## config.mk

```make
export PLATFORM = sky130hd
export DESIGN_NAME = mc_ctrl_fsm
export DESIGN_NICKNAME = d
export VERILOG_FILES = /design/src/rtl/mc_pkg.sv /design/src/rtl/mc_ctrl_outdec.sv /design/src/rtl/mc_ctrl_fsm.sv
export SDC_FILE = /design/constraint.sdc
export NUM_CORES = 1
export LEC_CHECK = 0
export BUFFER_PORTS_ARGS = -buffer_cell sky130_fd_sc_hd__buf_2
export CAP_MARGIN = 20
export CORE_MARGIN = 2
export CORE_UTILIZATION = 35
export CTS_CLUSTER_DIAMETER = 30
export CTS_CLUSTER_SIZE = 8
export DETAILED_ROUTE_END_ITERATION = 10
export MAX_ROUTING_LAYER = met4
export PLACE_DENSITY_LB_ADDON = 0.1
export SKIP_CTS_REPAIR_TIMING = 1
export SLEW_MARGIN = 15
export SYNTH_ARGS = -nofsm -noshare
export SYNTH_HDL_FRONTEND = slang
export SYNTH_SLANG_ARGS = --single-unit
```

## constraint.sdc

```tcl
create_clock -name clk -period 6.45 [get_ports clk]
set_clock_uncertainty 0.15 [all_clocks]
set_input_delay 0.9675 -clock clk [delete_from_list [all_inputs] [get_ports clk]]
set_output_delay 0.9675 -clock clk [all_outputs]
set_load 0.1 [all_outputs]
```

## src/rtl/mc_pkg.sv

```systemverilog
// Shared types and encodings for the multicycle MIPS control unit.
package mc_pkg;

  typedef enum logic [3:0] {
    IDLE     = 4'd0,
    FETCH    = 4'd1,
    DECODE   = 4'd2,
    MEM_ADDR = 4'd3,
    MEM_RD   = 4'd4,
    MEM_WB   = 4'd5,
    MEM_WR   = 4'd6,
    EXEC     = 4'd7,
    R_WB     = 4'd8,
    BRANCH   = 4'd9,
    ADDI_EX  = 4'd10,
    ADDI_WB  = 4'd11,
    JUMP     = 4'd12,
    ILLEGAL  = 4'd13
  } state_e;

  localparam logic [5:0] OP_RTYPE = 6'b000000;
  localparam logic [5:0] OP_LW    = 6'b100011;
  localparam logic [5:0] OP_SW    = 6'b101011;
  localparam logic [5:0] OP_BEQ   = 6'b000100;
  localparam logic [5:0] OP_ADDI  = 6'b001000;
  localparam logic [5:0] OP_J     = 6'b000010;

  localparam logic [5:0] FN_ADD  = 6'b100000;
  localparam logic [5:0] FN_ADDU = 6'b100001;
  localparam logic [5:0] FN_SUB  = 6'b100010;
  localparam logic [5:0] FN_AND  = 6'b100100;
  localparam logic [5:0] FN_OR   = 6'b100101;
  localparam logic [5:0] FN_SLT  = 6'b101010;

  localparam logic [1:0] ALUOP_ADD   = 2'b00;
  localparam logic [1:0] ALUOP_FUNCT = 2'b01;
  localparam logic [1:0] ALUOP_SUB   = 2'b10;

  localparam logic [1:0] ASB_B      = 2'b00;
  localparam logic [1:0] ASB_FOUR   = 2'b01;
  localparam logic [1:0] ASB_IMM    = 2'b10;
  localparam logic [1:0] ASB_IMM_SH = 2'b11;

  localparam logic [1:0] PCSRC_ALU    = 2'b00;
  localparam logic [1:0] PCSRC_ALUOUT = 2'b01;
  localparam logic [1:0] PCSRC_JUMP   = 2'b10;

  // Only these funct codes may reach the ALU decoder with alu_op=01.
  function automatic logic funct_ok(input logic [5:0] f);
    return (f == FN_ADD) || (f == FN_ADDU) || (f == FN_SUB) ||
           (f == FN_AND) || (f == FN_OR)   || (f == FN_SLT);
  endfunction

endpackage

```

## src/rtl/mc_ctrl_outdec.sv

```systemverilog
// Combinational decode of the FSM state (plus mem_ready in FETCH) into
// every datapath enable and mux select.
module mc_ctrl_outdec
  import mc_pkg::*;
(
  input  logic [3:0] state,
  input  logic       mem_ready,
  output logic       pc_write,
  output logic       pc_write_cond,
  output logic       iord,
  output logic       mem_read,
  output logic       mem_write,
  output logic       ir_write,
  output logic       mem_to_reg,
  output logic       reg_dst,
  output logic       reg_write,
  output logic       alu_src_a,
  output logic [1:0] alu_src_b,
  output logic [1:0] pc_src,
  output logic [1:0] alu_op
);

  always_comb begin
    pc_write      = 1'b0;
    pc_write_cond = 1'b0;
    iord          = 1'b0;
    mem_read      = 1'b0;
    mem_write     = 1'b0;
    ir_write      = 1'b0;
    mem_to_reg    = 1'b0;
    reg_dst       = 1'b0;
    reg_write     = 1'b0;
    alu_src_a     = 1'b0;
    alu_src_b     = ASB_B;
    pc_src        = PCSRC_ALU;
    alu_op        = ALUOP_ADD;
    case (state_e'(state))
      FETCH: begin
        mem_read  = 1'b1;
        alu_src_b = ASB_FOUR;
        ir_write  = mem_ready;
        pc_write  = mem_ready;
      end
      DECODE:   alu_src_b = ASB_IMM_SH;
      MEM_ADDR, ADDI_EX: begin
        alu_src_a = 1'b1;
        alu_src_b = ASB_IMM;
      end
      MEM_RD: begin
        iord     = 1'b1;
        mem_read = 1'b1;
      end
      MEM_WB: begin
        reg_write  = 1'b1;
        mem_to_reg = 1'b1;
      end
      MEM_WR: begin
        iord      = 1'b1;
        mem_write = 1'b1;
      end
      EXEC: begin
        alu_src_a = 1'b1;
        alu_op    = ALUOP_FUNCT;
      end
      R_WB: begin
        reg_write = 1'b1;
        reg_dst   = 1'b1;
      end
      BRANCH: begin
        alu_src_a     = 1'b1;
        alu_op        = ALUOP_SUB;
        pc_write_cond = 1'b1;
        pc_src        = PCSRC_ALUOUT;
      end
      ADDI_WB:  reg_write = 1'b1;
      JUMP: begin
        pc_write = 1'b1;
        pc_src   = PCSRC_JUMP;
      end
      default: ;
    endcase
  end

endmodule

```

## src/rtl/mc_ctrl_fsm.sv

```systemverilog
// Multicycle MIPS main control FSM: state register, next-state logic,
// retired-instruction counter and sticky illegal-instruction trap.
module mc_ctrl_fsm
  import mc_pkg::*;
#(
  parameter int CNT_W = 32
) (
  input  logic             clk,
  input  logic             rst,
  input  logic [5:0]       opcode,
  input  logic [5:0]       funct,
  input  logic             mem_ready,
  output logic             pc_write,
  output logic             pc_write_cond,
  output logic             iord,
  output logic             mem_read,
  output logic             mem_write,
  output logic             ir_write,
  output logic             mem_to_reg,
  output logic             reg_dst,
  output logic             reg_write,
  output logic             alu_src_a,
  output logic [1:0]       alu_src_b,
  output logic [1:0]       pc_src,
  output logic [1:0]       alu_op,
  output logic             illegal,
  output logic [CNT_W-1:0] retired,
  output logic [3:0]       state_dbg
);

  state_e           state_reg, state_next;
  logic             is_sw_reg, is_sw_next;
  logic             illegal_reg;
  logic [CNT_W-1:0] retired_reg;
  logic             retire;

  always_ff @(posedge clk or posedge rst) begin
    if (rst) begin
      state_reg   <= IDLE;
      is_sw_reg   <= 1'b0;
      illegal_reg <= 1'b0;
      retired_reg <= '0;
    end else begin
      state_reg   <= state_next;
      is_sw_reg   <= is_sw_next;
      illegal_reg <= illegal_reg | (state_next == ILLEGAL);
      if (retire)
        retired_reg <= retired_reg + CNT_W'(1);
    end
  end

  // Any entry into FETCH other than the initial one or a FETCH wait
  // marks the end of an instruction.
  assign retire = (state_next == FETCH) && (state_reg != IDLE) && (state_reg != FETCH);

  always_comb begin
    state_next = state_reg;
    // lw/sw is remembered at DECODE so MEM_ADDR ignores later opcode changes.
    is_sw_next = is_sw_reg;
    case (state_reg)
      IDLE:     state_next = FETCH;
      FETCH:    if (mem_ready) state_next = DECODE;
      DECODE: begin
        is_sw_next = (opcode == OP_SW);
        case (opcode)
          OP_RTYPE:     state_next = funct_ok(funct) ? EXEC : ILLEGAL;
          OP_LW, OP_SW: state_next = MEM_ADDR;
          OP_BEQ:       state_next = BRANCH;
          OP_ADDI:      state_next = ADDI_EX;
          OP_J:         state_next = JUMP;
          default:      state_next = ILLEGAL;
        endcase
      end
      MEM_ADDR: state_next = is_sw_reg ? MEM_WR : MEM_RD;
      MEM_RD:   if (mem_ready) state_next = MEM_WB;
      MEM_WB:   state_next = FETCH;
      MEM_WR:   if (mem_ready) state_next = FETCH;
      EXEC:     state_next = R_WB;
      R_WB:     state_next = FETCH;
      BRANCH:   state_next = FETCH;
      ADDI_EX:  state_next = ADDI_WB;
      ADDI_WB:  state_next = FETCH;
      JUMP:     state_next = FETCH;
      ILLEGAL:  state_next = ILLEGAL;
      default:  state_next = IDLE;
    endcase
  end

  mc_ctrl_outdec u_outdec (
    .state         (state_reg),
    .mem_ready     (mem_ready),
    .pc_write      (pc_write),
    .pc_write_cond (pc_write_cond),
    .iord          (iord),
    .mem_read      (mem_read),
    .mem_write     (mem_write),
    .ir_write      (ir_write),
    .mem_to_reg    (mem_to_reg),
    .reg_dst       (reg_dst),
    .reg_write     (reg_write),
    .alu_src_a     (alu_src_a),
    .alu_src_b     (alu_src_b),
    .pc_src        (pc_src),
    .alu_op        (alu_op)
  );

  assign illegal   = illegal_reg;
  assign retired   = retired_reg;
  assign state_dbg = state_reg;

endmodule

```

==> results of run 1 <==
power by group through the flow:
stage                     combinational (W)  sequential [W]  clock (W)
after global routing               0.000783        0.000339   0.000185
final                              0.000747        0.000329   0.000171
after detailed placement           0.000751        0.000334          0
after floorplan                    0.000513        0.000491          0
after CTS                          0.000751        0.000329   0.000175
after global placement             0.000750        0.000334          0
metrics by stage:
step | setup slack [ns] | hold WS [ns] | total power, W
detailed placement | 2.89 | 0.308 | 0.00108
global route | 3.02 | 0.352 | 0.00131
floorplan | 1.13 | 0.296 | 0.00100
CTS | 3.21 | 0.327 | 0.00125
finish | 3.19 | 0.334 | 0.00125
global placement | 2.95 | 0.312 | 0.00108
final cells by class:
cell class              count  area (sq um)  share of cell area
clock buffers               7          86.3              0.0326
repair buffers             68           343               0.130
well taps                  75          93.8              0.0355
multi-input cells         185          1150               0.434
clock inverters             1          5.00             0.00189
inverters                   5          18.8             0.00709
flip-flops and latches     38           951               0.359
path summary, 6_finish.rpt:
check                        startpoint           to  slack [ns]  cells after the start
max                           mem_ready   retired[1]        3.19                      8
min                          retired[9]   retired[9]        0.33                      1
max reg2reg                state_dbg[1]   retired[1]        3.21                      7
min reg2reg                  retired[9]   retired[9]        0.33                      1
max in group asynchronous           rst  retired[27]        5.19                      3
min in group asynchronous           rst   retired[0]        0.62                      3
layer usage:
metal	GRT usage	up-vias
met5	-	-
met4	0.0396	0
met3	0.0358	5
met2	0.226	60
met1	0.212	927
li1	-	971
cell usage after synthesis, types with 4 or more instances:
cell type / n
sky130_fd_sc_hd__dfrtp_1: 38
sky130_fd_sc_hd__xnor2_1: 30
sky130_fd_sc_hd__and3_1: 22
sky130_fd_sc_hd__nor2_1: 22
sky130_fd_sc_hd__nand3_1: 21
sky130_fd_sc_hd__nand4_1: 17
sky130_fd_sc_hd__nand2_1: 16
sky130_fd_sc_hd__nor3_1: 7
sky130_fd_sc_hd__nor2b_1: 6
sky130_fd_sc_hd__buf_2: 5
sky130_fd_sc_hd__buf_4: 5
sky130_fd_sc_hd__inv_1: 5
sky130_fd_sc_hd__o21ai_0: 5
sky130_fd_sc_hd__a21oi_1: 4
sky130_fd_sc_hd__clkbuf_1: 4
sky130_fd_sc_hd__xor2_1: 4
cell families (layout without fill, tap and decap cells):
family | after synthesis | count (layout)
DFF | 38 | 38
buffers and inverters | 20 | 81
xor gates and xnor gates | 34 | 34
AOI/OAI and AO/OA | 25 | 25
adders and majority gates | 1 | 1
and+or+nand+nor | 122 | 122
muxes | 3 | 3
==> out/metrics.cfg, run 1 <==
[run_status]
run_status=complete, no violations

[sta]
achievable-frequency_mhz=307
report.final.setup_viol=0
worst_pin_slew_ns=1.07
rsz_0062_raised_after_global_routing=no
timing_hold_violations_final=0
tns_ns=0
min_period_ns=3.26
drv_slew=0
worst_slew_margin_rel=0.283
final_worst_path_cycle_share=0.506

[floorplan]
num_rows=28
chipWidth_um=83.4
core_area_sq_mm=0.00599
start_util=0.368
pin_count=68
fp.dieH_um=83.4
design.die.area_sq_mm=0.00696

[routing]
route.top_layer_used=met4
dr_total_vias=1963
firstDrtPassIters=4
detail-route-antenna-nets=0
wl_met3_um=287
route.final.wire_length_um=5160
initialDrtViolationCount=115
detailroute.wirelength.met2_um=2340
met1Wirelength_um=2490
viasPerCell=5.18
route.detailed.drc=0
routed_wirelength_normalized_by_instance_count_um=13.6

[cells_and_area]
largest_register_ffs=32
design_area_sq_mm=0.00265
antenna_cells=0
mostFrequentLayoutCell=sky130_fd_sc_hd__buf_2
layout.filler_cells=617
num-nets-final=319
layout_common_cells=sky130_fd_sc_hd__buf_2 (67), sky130_fd_sc_hd__dfrtp_1 (38), sky130_fd_sc_hd__xnor2_1 (30), sky130_fd_sc_hd__and3_1 (22), sky130_fd_sc_hd__nor2_1 (22)
post_layout_nonfiller_instances=379
layout.core_utilization=0.442
final_layout_size_suffix_gt1_frac=0.260
area_growth_pct=19.9

[cts]
tritoncts=done
insertion_delay_ns=0.29
max-clock-path-buffers=2
clk_transition_reported_paths_ns=0.08
clock_tree.htree_level_count=2
numClockSinks=38
clock_tree.root_cell=sky130_fd_sc_hd__clkbuf_8
cts_made_buffers=5

[synth]
yosys_register_bits=38
synth_compound_gate_area_share=0.0771
synth.area.top_cells=sky130_fd_sc_hd__dfrtp_1 (43%), sky130_fd_sc_hd__xnor2_1 (12%), sky130_fd_sc_hd__and3_1 (6.2%)
ys_warn_count=0
synth_simple_gate_area_share=0.288
ys_flop_type=sky130_fd_sc_hd__dfrtp_1
synth.avg_cell_area_sq_um=9.08
synth_edf_count=0
synth_cell_types=40
post_synth_fa_ha_maj_area_fraction=0.00567
postSynthCellCount=243
synth_top_family_by_area=simple AND/OR/NAND/NOR gates
synth.yosys.seq_area_share=0.431
asyncSetResetFlopFracSynth=1.00
muxShareOfSynthArea=0.0147
postSynthNetCount=259
largest_area_contributor_in_the_synthesized_netlist=sky130_fd_sc_hd__dfrtp_1
yosys.area.top_type_share=0.431
post_synth_xor_area_fraction=0.135
netlist_area_before_placement_sq_mm=0.00221

[grt]
first_global_vias=1776
globalRouteTotalUtil=0.153
grt-ovfl-total=0
antenna_violations_before_repair=0
largest_net_degree_at_the_start_of_global_routing=39
grt_first_pass_wirelength_um=8580

[setup_path]
worst-path-buf-inv=1
crit_chain=buf_2 -> mux2_1 -> a32oi_1 -> o21ai_1 -> a31oi_2 -> and3_1 -> nand2_1 -> mux2_2
cp_data_required_time_ns=6.48
crit_slowest_cell=sky130_fd_sc_hd__and3_1
timing.critical_path.arrival_ns=3.30
critPathCaptureType=flip-flop
cp_max_fo=31
setup.worst_path.class=in -> reg
path_delay_family=simple AND/OR/NAND/NOR gates
setup.worst_path.start_class=input pin
crit_path_max_incr_delay_ns=0.91

[worst_hold_path]
hp-class=reg -> reg

[power_and_ir_drop]
ir_drop_v=0.000372
p_switching_w=0.000767
seq_power_share=0.264
power.static_leakage_nw=1.37
power-per-cell-area_mw_per_mm2=471
clockPowerShare=0.137
sw_frac_of_total=0.615
internal-power_w=0.000480
comb_power_share=0.599

[placement]
post_dp_cell_area_sq_mm=0.00255
port_buffers=67
gp_congestion=0.750
detailed_place_hpwl_um=3690
placed_cells_incl_taps=371

[job]
max_cap_violations=0

Power figures use the tool's default switching activity.
==> inputs of run 2 (changes only) <==
- clock period: 6.45 -> 2.8 ns (I/O delays scaled with it)
==> run 2 against run 1 <==
Effect of this change: global-route usage grew 0.35 points; sequential share of layout area shrank 1.6 points; sequential power grew 140%; combinational power grew to 2.5 times the previous value; cell count grew 1.6%; flip-flop and latch count is the same; total power grew to 2.5 times the previous value; routed wire length grew 0.72%; via count grew 0.56%; utilization grew 2.6 points; setup slack lost 2.9 ns; register-to-register slack lost 2.9 ns.
==> out/metrics.cfg, run 2 (synthesis results as in run 1) <==
[run_status]
run_status=complete, no violations

[power_and_ir_drop]
power-per-cell-area_mw_per_mm2=1120
power.static_leakage_nw=1.41
ir_drop_v=0.000932
p_switching_w=0.00186
sw_frac_of_total=0.593
clockPowerShare=0.149
internal-power_w=0.00128
seq_power_share=0.251
comb_power_share=0.600
power.total_w=0.00314

[cells_and_area]
post_layout_nonfiller_instances=385
layout_common_cells=sky130_fd_sc_hd__buf_2 (67), sky130_fd_sc_hd__dfrtp_1 (34), sky130_fd_sc_hd__xnor2_1 (30), sky130_fd_sc_hd__and3_1 (22), sky130_fd_sc_hd__nand3_1 (21)
num-nets-final=325
largest_register_ffs=32
antenna_cells=0
layout.filler_cells=621
multi_input_comb_area_sq_mm=0.00123
area_growth_pct=27.0
mostFrequentLayoutCell=sky130_fd_sc_hd__buf_2
final_layout_size_suffix_gt1_frac=0.326
layout.area.seq_sq_um=963

[sta]
rsz_0062_raised_after_global_routing=no
timing_hold_violations_final=0
achievable-frequency_mhz=398
drv_slew=0
min_period_ns=2.52
report.final.setup_viol=0
worst_pin_slew_ns=0.489
worst_slew_margin_rel=0.674
final_worst_path_cycle_share=0.898
setup_ws_ns=0.285

[floorplan]
start_util=0.368
core_area_sq_mm=0.00599
num_rows=28
fp.dieH_um=83.4
design.die.area_sq_mm=0.00696
chipWidth_um=83.4
pin_count=68

[grt]
globalRouteTotalUtil=0.156
grt_first_pass_wirelength_um=8830
first_global_vias=1856
largest_net_degree_at_the_start_of_global_routing=39
antenna_violations_before_repair=0
grt-ovfl-total=0

[routing]
route.final.wire_length_um=5190
dr_total_vias=1974
viasPerCell=5.13
firstDrtPassIters=4
route.detailed.drc=0
initialDrtViolationCount=91
routed_wirelength_normalized_by_instance_count_um=13.5
detail-route-antenna-nets=0

[setup_path]
cp_max_fo=13
r2r.worst_path.cells=8
worst_setup_path_startpoint=state_dbg[2]
r2r_start=state_dbg[1]
setup.worst_path.class=reg -> out
crit_end=reg_write
cp_data_required_time_ns=2.23
regToRegEndpoint=retired[29]
critPathCaptureType=primary output
setup.worst_path.start_class=flip-flop
timing.critical_path.arrival_ns=1.95
ff2ff_setup_slack_ns=0.36

[placement]
dp_worst_setup_slack_ns=0.348
port_buffers=67
detailed_place_hpwl_um=3790
gp_congestion=0.853
placed_cells_incl_taps=377

[job]
max_cap_violations=0

[cts]
numClockSinks=38
clk_transition_reported_paths_ns=0.08
clock_tree.htree_level_count=2
tritoncts=done
max-clock-path-buffers=2
insertion_delay_ns=0.29
cts_made_buffers=5
clock_tree.root_cell=sky130_fd_sc_hd__clkbuf_8

[worst_hold_path]
hp-class=in -> async

## run 2: cell count changes in the layout (fill, tap and decap cells not counted), sizes merged
cell	previous run	this run
clkbuf	7	5
clkinv	1	2
bufinv	0	1
buf	68	74
## run 2: worst max-delay path, cell delays in order, from the launching register on
cell and delay (ns):
sky130_fd_sc_hd__dfrtp_4 0.56, sky130_fd_sc_hd__inv_1 0.15, sky130_fd_sc_hd__nand2_1 0.19, sky130_fd_sc_hd__mux2i_1 0.22, sky130_fd_sc_hd__a21o_4 0.13, sky130_fd_sc_hd__buf_2 0.41
## run 2: power groups by stage
stage               combinational [W]  clock [W]  sequential [W]
global route                  0.00197   0.000491        0.000807
finish                        0.00188   0.000467        0.000788
floorplan                     0.00134          0         0.00115
global placement              0.00189          0        0.000799
detailed placement            0.00189          0        0.000800
CTS                           0.00189   0.000476        0.000789
## run 2: how the worst min path moves through the flow
| stage | end | from |
|---|---|---|
| after floorplan | is_sw_reg | is_sw_reg |
| after global placement | retired[31] | retired[31] |
| after detailed placement | retired[31] | retired[31] |
| after CTS | retired[5] | rst |
| after global routing | retired[5] | rst |
| final | retired[5] | rst |
## run 2: layer usage
metal  GRT usage  share of wire  up-vias
met2       0.235           0.45       47
met5           -              0        -
met1       0.220           0.50      939
met3      0.0288          0.042        5
li1            -              -      983
met4      0.0396         0.0081        0
## run 2: layout make-up
type	count	area share
clock buffers	5	0.0246
clock inverters	3	0.0143
inverters	5	0.00670
multi-input cells	185	0.439
flip-flops and latches	38	0.344
well taps	75	0.0335
repair buffers	74	0.138
## run 2: metrics by stage
stage	TNS [ns]	util	area [sq um]	hold WS [ns]
2_1_floorplan	-0.0454	-	2340	0.296
3_3_place_gp	0	0.450	2690	0.315
3_5_place_dp	0	0.450	2690	0.317
4_1_cts	0	0.468	2800	0.100
5_1_grt	0	0.468	2800	0.132
6_report	0	0.468	2800	0.0850
==> inputs of run 3 (changes only) <==
- PLACE_DENSITY_LB_ADDON: 0.1 -> 0.3
- clock period: 2.8 -> 2.2 ns (I/O delays scaled with it)
==> run 3 against run 2 <==
Effect of this change: the run now ends with negative hold slack, negative setup slack left; cell count up 7.5%; utilization up 9.1 points; cell area up 20%; highest routed layer unchanged; clock-buffer cell count up 1; critical path depth up 3; combinational power up 79%; clock power down 3%.
==> out/metrics.cfg, run 3 (synthesis results as in run 1) <==
[run_status]
run_status=finished with violations
failing_checks=negative hold slack, negative setup slack

[setup_path]
r2r.worst_path.cells=8
cp_max_fo=7
r2r_start=state_dbg[1]
timing.critical_path.arrival_ns=2.28
cp_data_required_time_ns=2.22
ff2ff_setup_slack_ns=-0.06
critPathCaptureType=flip-flop
regToRegEndpoint=retired[1]
setup.worst_path.start_class=flip-flop
setup.worst_path.class=reg -> reg

[cts]
clock_tree.htree_level_count=2
clock_tree.root_cell=sky130_fd_sc_hd__clkbuf_8
numClockSinks=38
tritoncts=done
insertion_delay_ns=0.29
max-clock-path-buffers=2
clk_transition_reported_paths_ns=0.08
cts_made_buffers=5

[sta]
tns_ns=-1.03
achievable-frequency_mhz=442
rsz_0062_raised_after_global_routing=yes
worst_slew_margin_rel=0.674
worst_pin_slew_ns=0.493
hold_slack_ns=-0.0131
setup_ws_ns=-0.0635
final_worst_path_cycle_share=1.03
report.final.setup_viol=31
timing_hold_violations_final=30
min_period_ns=2.26
drv_slew=0

[placement]
detailed_place_hpwl_um=4200
gp_congestion=0.847
port_buffers=67
post_dp_cell_area_sq_mm=0.00313

[worst_hold_path]
hp-class=in -> async

[routing]
routed_wirelength_normalized_by_instance_count_um=13.7
initialDrtViolationCount=172
route.final.wire_length_um=5690
firstDrtPassIters=4
route.detailed.drc=0
dr_total_vias=2085
viasPerCell=5.04
detail-route-antenna-nets=0

[floorplan]
fp.dieH_um=83.4
chipWidth_um=83.4
core_area_sq_mm=0.00599
pin_count=68
design.die.area_sq_mm=0.00696
start_util=0.368
num_rows=28

[cells_and_area]
layout_common_cells=sky130_fd_sc_hd__buf_2 (51), sky130_fd_sc_hd__buf_4 (31), sky130_fd_sc_hd__xnor2_1 (29), sky130_fd_sc_hd__and3_1 (21), sky130_fd_sc_hd__nand3_1 (21)
mostFrequentLayoutCell=sky130_fd_sc_hd__buf_2
num-nets-final=354
layout.core_utilization=0.559
antenna_cells=0
largest_register_ffs=32
design_area_sq_mm=0.00335
final_layout_size_suffix_gt1_frac=0.463
area_growth_pct=51.8

[job]
max_cap_violations=0

[grt]
grt_first_pass_wirelength_um=9590
first_global_vias=1983
globalRouteTotalUtil=0.169
grt-ovfl-total=0
antenna_violations_before_repair=0
largest_net_degree_at_the_start_of_global_routing=39

[power_and_ir_drop]
comb_power_share=0.709
sw_frac_of_total=0.536
seq_power_share=0.195
power-per-cell-area_mw_per_mm2=1420
p_switching_w=0.00254
power.static_leakage_nw=1.59
clockPowerShare=0.096
internal-power_w=0.00220
ir_drop_v=0.00165
power.total_w=0.00475

-- run 3: changes by cell type in the layout (fill, tap and decap cells not counted), moves of 3 or more --
cell	previous run	this run
sky130_fd_sc_hd__nor2_4	2	5
sky130_fd_sc_hd__buf_2	67	51
sky130_fd_sc_hd__dfrtp_2	1	17
sky130_fd_sc_hd__buf_12	0	14
sky130_fd_sc_hd__buf_4	7	31
sky130_fd_sc_hd__dfrtp_1	34	16
sky130_fd_sc_hd__buf_6	0	3
sky130_fd_sc_hd__nand2_1	16	13
-- run 3: layout make-up --
type	instances	area, sq um
well taps	75	93.8
fillers	540	2640
clock buffers	6	72.6
multi-input cells	185	1290
repair buffers	103	875
inverters	5	18.8
flip-flops and latches	38	991
clock inverters	2	10.0
-- run 3: per-stage QoR --
stage	instances	hold slack, ns	worst slack [ns]
6_report	414	-0.0131	-0.0635
5_1_grt	414	0.0500	-0.162
4_1_cts	409	0.00120	-0.128
3_5_place_dp	401	0.309	-0.0944
3_3_place_gp	401	0.306	-0.0698
2_1_floorplan	243	0.296	-0.510
-- run 3: power by group through the flow --
stage / Sequential, W / Combinational (W) / Clock, W
6_report: 0.000925 / 0.00337 / 0.000454
5_1_grt: 0.000945 / 0.00351 / 0.000507
4_1_cts: 0.000917 / 0.00307 / 0.000470
3_5_place_dp: 0.000931 / 0.00306 / 0
3_3_place_gp: 0.000928 / 0.00305 / 0
2_1_floorplan: 0.00148 / 0.00177 / 0
-- run 3: critical path, stage by stage, from the launching register on --
cell and delay, ns:
sky130_fd_sc_hd__dfrtp_4 0.52, sky130_fd_sc_hd__mux2_4 0.31, sky130_fd_sc_hd__a32oi_1 0.18, sky130_fd_sc_hd__o21ai_1 0.12
sky130_fd_sc_hd__a31oi_2 0.17, sky130_fd_sc_hd__and3_4 0.27, sky130_fd_sc_hd__buf_4 0.12, sky130_fd_sc_hd__nand2_2 0.05
sky130_fd_sc_hd__mux2_2 0.26
-- run 3: how the worst max path moves through the flow --
stage	start	end	slack, ns	cells past startpoint
floorplan	state_dbg[0]	pc_write	-0.51	4
global placement	state_dbg[1]	retired[19]	-0.07	8
CTS	state_dbg[0]	mem_read	-0.13	5
detailed placement	state_dbg[1]	retired[19]	-0.09	8
finish	state_dbg[1]	retired[1]	-0.06	8
global route	state_dbg[3]	retired[15]	-0.16	8
-- run 3: routing by layer --
layer / up-vias / global-route usage / wire length [um]
li1: 1042 / - / -
met1: 989 / 0.235 / 2730
met2: 48 / 0.254 / 2670
met3: 6 / 0.0348 / 227
met4: 0 / 0.0396 / 60
met5: - / - / 0
